$ cat src/rtl/bcd2b_sr.sv
// bcd2b_sr -- change-triggered three-digit BCD to binary converter.
//
// The input is resampled every cycle. When it changes, a conversion starts.
// The conversion runs a serial reverse double-dabble of NSTEP steps. The
// result is then saturated to 8 bits and presented with a one-cycle rdy
// pulse. If the input changes mid-conversion, the conversion restarts and
// the stale result is dropped.
//
// Ports:
//   clk   in   clock, rising edge
//   rst   in   asynchronous active-high reset
//   bdc   in   12-bit BCD value {hundreds, tens, units}
//   bc    out  8-bit binary result (saturated at 255), registered
//   ovf   out  last converted value exceeded 255, registered
//   err   out  last captured value had a digit above 9, registered
//   busy  out  converter FSM not idle
//   rdy   out  one-cycle pulse when bc/ovf/err update
module bcd2b_sr #(
  parameter int NSTEP = 10
) (
  input  logic        clk,
  input  logic        rst,
  input  logic [11:0] bdc,
  output logic [7:0]  bc,
  output logic        ovf,
  output logic        err,
  output logic        busy,
  output logic        rdy
);

  localparam int CW = $clog2(NSTEP + 1);
  localparam logic [CW-1:0] LAST = CW'(NSTEP - 1);

  typedef enum logic [1:0] {
    IDLE,
    SHIFT,
    DONE
  } state_t;

  state_t            state;
  state_t            state_nxt;
  logic [11:0]       bdc_q1;
  logic [11:0]       bdc_q2;
  logic              load;
  logic [11:0]       bcd_work;
  logic [NSTEP-1:0]  bin_work;
  logic [CW-1:0]     step;
  logic              err_flag;
  logic [11+NSTEP:0] shifted;

  // Reverse double-dabble correction: any digit >= 8 after the right shift
  // had carried a 10 into the half weight, so subtract 3.
  function automatic logic [11:0] dabble_adj(input logic [11:0] d);
    logic [11:0] r;
    r = d;
    for (int i = 0; i < 3; i++) begin
      if (r[i*4 +: 4] >= 4'd8) r[i*4 +: 4] = r[i*4 +: 4] - 4'd3;
    end
    return r;
  endfunction

  // Saturate the converted value to the 8-bit output range.
  function automatic logic [7:0] sat8(input logic [NSTEP-1:0] v);
    if (32'(v) > 255) return 8'hFF;
    return v[7:0];
  endfunction

  function automatic logic digit_bad(input logic [11:0] d);
    return (d[3:0] > 4'd9) || (d[7:4] > 4'd9) || (d[11:8] > 4'd9);
  endfunction

  assign shifted = {bcd_work, bin_work} >> 1;
  assign busy    = (state != IDLE);

  always_comb begin
    state_nxt = state;
    case (state)
      IDLE:    state_nxt = IDLE;
      SHIFT:   if (step == LAST) state_nxt = DONE;
      DONE:    state_nxt = IDLE;
      default: state_nxt = IDLE;
    endcase
    // A fresh input change overrides whatever the FSM was doing.
    if (load) state_nxt = SHIFT;
  end

  always_ff @(posedge clk or posedge rst) begin
    if (rst) state <= IDLE;
    else     state <= state_nxt;
  end

  // Input sampling / change detection
  always_ff @(posedge clk or posedge rst) begin
    if (rst) begin
      bdc_q1 <= '0;
      bdc_q2 <= '0;
      load   <= 1'b0;
    end else begin
      bdc_q1 <= bdc;
      bdc_q2 <= bdc_q1;
      load   <= (bdc_q1 != bdc_q2);
    end
  end

  // Conversion datapath and result registers
  always_ff @(posedge clk or posedge rst) begin
    if (rst) begin
      bcd_work <= '0;
      bin_work <= '0;
      step     <= '0;
      err_flag <= 1'b0;
      bc       <= '0;
      ovf      <= 1'b0;
      err      <= 1'b0;
      rdy      <= 1'b0;
    end else begin
      rdy <= 1'b0;
      if (load) begin
        bcd_work <= bdc_q2;
        bin_work <= '0;
        step     <= '0;
        err_flag <= digit_bad(bdc_q2);
      end else begin
        case (state)
          SHIFT: begin
            bcd_work <= dabble_adj(shifted[11+NSTEP:NSTEP]);
            bin_work <= shifted[NSTEP-1:0];
            step     <= step + 1'b1;
          end
          DONE: begin
            rdy <= 1'b1;
            if (err_flag) begin
              bc  <= '0;
              ovf <= 1'b0;
              err <= 1'b1;
            end else begin
              bc  <= sat8(bin_work);
              ovf <= (32'(bin_work) > 255);
              err <= 1'b0;
            end
          end
          default: ;
        endcase
      end
    end
  end

endmodule

$ cat config.mk
export PLATFORM = sky130hd
export DESIGN_NAME = bcd2b_sr
export DESIGN_NICKNAME = d
export VERILOG_FILES = /design/src/rtl/bcd2b_sr.sv
export SDC_FILE = /design/constraint.sdc
export NUM_CORES = 1
export LEC_CHECK = 0
export CAP_MARGIN = 10
export CORE_MARGIN = 5
export CORE_UTILIZATION = 63
export CTS_BUF_LIST = sky130_fd_sc_hd__clkbuf_8
export CTS_CLUSTER_SIZE = 28
export DETAILED_ROUTE_END_ITERATION = 8
export PLACE_DENSITY = 0.93
export RECOVER_POWER = 50
export SYNTH_ARGS = -nofsm -noshare
export SYNTH_HDL_FRONTEND = slang
export SYNTH_SLANG_ARGS = --single-unit
$ cat constraint.sdc
create_clock -name clk -period 3.1 [get_ports clk]
set_input_delay 0.31 -clock clk [delete_from_list [all_inputs] [get_ports clk]]
set_output_delay 0.31 -clock clk [all_outputs]
set_load 0.02 [all_outputs]
# Word-level counts from Yosys, hierarchy flattened

Index checks and enable logic that the tools add are counted.

Reduce and logical (&&, ||, !) cells: 5
Order comparisons: 7
Mux-type cells: 23
Bitwise gates (word level): 1
Equality and inequality tests: 5
Add/sub/neg operators: 4

Operator list:

| operator              | count |
|---|---|
| $mux W12              | 2 |
| $mux W8               | 3 |
| $mux W10              | 2 |
| $mux W4               | 5 |
| $gt A4 B4 Y1 const B  | 3 |
| $ne A12 B12 Y1        | 1 |
| $gt A10 B8 Y1 const B | 1 |
| $ge A4 B4 Y1 const B  | 2 |
| $mux W1               | 8 |
| $sub A4 B2 Y4 const B | 2 |
| $mux W2               | 3 |
| $add A4 B1 Y4 const B | 1 |
| $eq A4 B4 Y1 const B  | 1 |
| $ge A3 B4 Y1 const B  | 1 |
| $reduce_bool A2 Y1    | 2 |
| $sub A3 B2 Y4 const B | 1 |
| $ne A3 B3 Y1 const B  | 1 |
| $eq A2 B1 Y1 const B  | 1 |
| $eq A2 B2 Y1 const B  | 1 |
| $logic_or A1 B1 Y1    | 2 |
| $reduce_and A2 Y1     | 1 |
| $not A1 Y1            | 1 |

Word-level logic and storage cells: 57
Output and inout port bits: 12
Bits in registers: 65

# Longest topological paths before layout

Depth after elaboration: 7
Gate-level depth with buffers: 6
Depth with buffers taken out: 6

# Worst setup path after synthesis

Ideal clock, no wire load.

Path type: register to register
From: register bcd_work[1]
To: register bcd_work[2]
Stages on the path, launching flop included: 6
Data required time: 2.979 ns
Buffers on the path: 0
Setup slack: 1.913 ns
Library setup time: 0.121 ns
Data arrival time: 1.066 ns
Clock period less this slack: 1.187 ns
Cells stage by stage: dfrtp_1 > ha_1 > nor2b_1 > xnor2_1 > nand2_1 > a22o_1

Word-level cells in the longest chain between the ends: 4
Elaborated cells between the ends (all ways): 5
Those cells by class: add/sub: 1; order compare: 1; mux: 3

RTL lines:

| item                                                 | line | source |
|---|---|---|
| from (decl)                                          | 45   | `logic [11:0] bcd_work;` |
| from (signal assigned)                               | 119  | `bcd_work <= bdc_q2;` |
| from (signal assigned)                               | 126  | `bcd_work <= dabble_adj(shifted[11+NSTEP:NSTEP]);` |
| $sub A4 B2 Y4 / $ge A4 B4 Y1 (equally long branches) | 57   | `if (r[i*4 +: 4] >= 4'd8) r[i*4 +: 4] = r[i*4 +: 4] - 4'd3;` |
| $mux W4 *                                            | 57   |  |
| $mux W12 *                                           | 124  | `case (state)` |
| $mux W12 *                                           | 118  | `if (load) begin` |

Mark *: on every way between the ends. The rest lies on a longest branch, timed or not. The select of a mux whose other input is x is not followed.
A chain may end at the register's enable or synchronous reset.

==> results.txt <==
status = completed
Tcrit/Tclk final = 0.6332
Max VDD drop = 468.6 µV
Critical-path top delay cell = clkbuf_2
GRT Total Usage = 0.1879
Synth Instances = 241
clk sinks = 65
share of the core filled with cells = 0.7652
CP Capture Type = asynchronous set/reset pin
cts hold-fix bufs = 0
Die H = 74.87 µm
Hold Crit Class = in2async
CTS H-tree lvls = 3
DR iter-0 viols = 95
library cells used by synthesis = 32
RSZ-0062 raised after global routing = false
critical path class = in2async
worst-margin pin slew = 1285 ps
Mapped Avg Cell Area = 11.00 µm²
critical path arrival = 2200 ps
min Tclk post-route = 1963 ps
die area = 5606 µm²
drt wl/cell = 13.87 µm
CTS Buf Count = 9
drt drc = 0
syn_nets = 261
DP HPWL = 3017 µm
CTS max path bufs = 2
cell chain of the critical path = dlygate4sd3_1 -> inv_1 -> clkbuf_2
Initial DRT Pass Iterations = 4
Setup Skew = 8.315 ps
r2r endpoint = bcd_work[4]$_DFFE_PP0P_
Worst setup SP type = input port
Yosys reg bits = 65
# setup viols final = 0
pwr dens = 536.0 nW/µm²
Layout Nets = 285
Antenna Nets Post-Route = 0
Slew HR = 0.1434
Port-buffer cells = 25
# diodes = 0
Die Width = 74.87 µm
total negative slack = 0 ps
Initial Util = 0.6581
fmax = 0.5095 GHz
Worst Path Buf+Inv = 3
WHS = 386.7 ps
Worst-path clk slew = 70 ps
Post-synth top cells = dfrtp_1, nand2_1, nor2_1
number of global-route vias before repair = 1726
critical path's top delay family = buffers and inverters
CP max FO = 55
Reg2Reg Depth = 4
total congestion overflow = 0
Hold Vio Cnt, Final = 0
most common cell in the netlist = dfrtp_1
DRT Wirelength = 4437 µm
Vias = 1722
Stages on worst setup path = 3
top-area cell type share of the netlist area = 0.6135
r2r startpoint = state[1]$_DFFE_PP0P_
Placed Cells = 304
site row count = 23
gpl congestion = 0.7361
maxcap violations = 0
CTS tree = done
top cells by area, synth = dfrtp_1, nand2_1, xor2_1
cells resized by post-CTS repair = 0
synth warn = 0
pin count of the biggest net entering global routing = 56
final cell count without fillers = 320
first-pass GRT wire length = 7714 µm
fraction of registers with async set/reset = 1.000
Final Max Tran Viols = 0
Post-synth EDFFs = 0
internal reg-to-reg setup slack = 1390 ps
sequential area share after synthesis = 0.6135
post-place instance area = 2909 µm²
CP max stage delay = 1030 ps
Synth Cell Area = 2651 µm²
Data required, critical path = 3340 ps
Ports = 26
Post-CTS Setup Inserts = 0
Yosys top cell by area = dfrtp_1
initial antenna violation count = 0
worst skew pair latency = 340 ps
Main synth FF type = dfrtp_1
clk root buf = clkbuf_8
core box area = 4029 µm²
Leak = 1.387 nW
Area Overhead vs Synth = 16.28%
layout cells sized above 1 = 0.07778
Via density = 5.381
fin area = 3083 µm²
## cell families (layout without fill, tap and decap cells)
| family | Yosys count | count (layout) | share of synthesized area |
|---|---|---|---|
| and+or+nand+nor | 79 | 79 | 0.1274 |
| DFF | 65 | 65 | 0.6135 |
| AOI/OAI and AO/OA | 47 | 47 | 0.1100 |
| buffers and inverters | 21 | 50 | 0.04106 |
| xor gates and xnor gates | 19 | 19 | 0.06277 |
| adders and majority gates | 6 | 6 | 0.02831 |
| muxes | 4 | 4 | 0.01699 |
## registers in the layout, summed over array words and instances, names as in the netlist
signal / flops
err_flag: 1
step: 4
bc: 8
rdy: 1
bcd_work: 12
state: 2
bdc_q1: 12
ovf: 1
bin_work: 10
err: 1
bdc_q2: 12
load: 1
## layout by cell type (no fill, tap or decap), drive strengths merged, types with 2 or more instances in the layout
master         count
ha                 6
or2                2
o211ai             2
nor2              19
dfrtp             65
a31oi              2
nor4               3
nor2b              3
dlygate4sd3       13
mux2i              3
a21oi             15
clkinv             2
xor2              14
a22o               2
o31ai             10
inv               10
o21ai             14
clkdlybuf4s50     12
clkbuf            11
xnor2              5
nand2b             2
nand2             46
## report_power, final
group / switching (W) / total [W] / internal, W
sequential: 0.0000243 / 0.000898 / 0.000873
clock: 0.000299 / 0.000681 / 0.000382
combinational: 0.0000389 / 0.0000741 / 0.0000353
total: 0.000362 / 0.00165 / 0.00129
## routing by layer
metal | global-route usage | vias to the layer above | share of wire
li1 | - | 850 | -
met1 | 0.2152 | 823 | 0.41
met2 | 0.3182 | 40 | 0.51
met3 | 0.06542 | 9 | 0.061
met4 | 0.08300 | 0 | 0.017
met5 | 0 | - | 0
## stage by stage
step	worst slack, ps	total power (W)
finish	1137	0.001652
global route	778.1	0.001716
CTS	1166	0.001679
detailed placement	1395	0.0009953
global placement	1525	0.0009888
floorplan	1164	0.0009577
## cell type report
cell class	count	area [µm²]
tap	50	62.56
sequential	65	1627
clock inverter	6	51.30
timing repair buffer	27	262.8
clock buffer	10	137.6
multi-input combinational	155	915.9
inverter	7	26.28
fill	273	945.9
## how the worst max path moves through the flow
stage / start / endpoint / slack, ps
floorplan: rst / bc[0]$_DFFE_PP0P_ / 1160
global placement: state[1]$_DFFE_PP0P_ / bcd_work[6]$_DFFE_PP0P_ / 1520
detailed placement: state[1]$_DFFE_PP0P_ / bcd_work[4]$_DFFE_PP0P_ / 1400
CTS: state[1]$_DFFE_PP0P_ / busy / 1170
global route: rst / bdc_q1[0]$_DFF_PP0_ / 780
finish: rst / bdc_q1[0]$_DFF_PP0_ / 1140
Power figures use the tool's default switching activity.
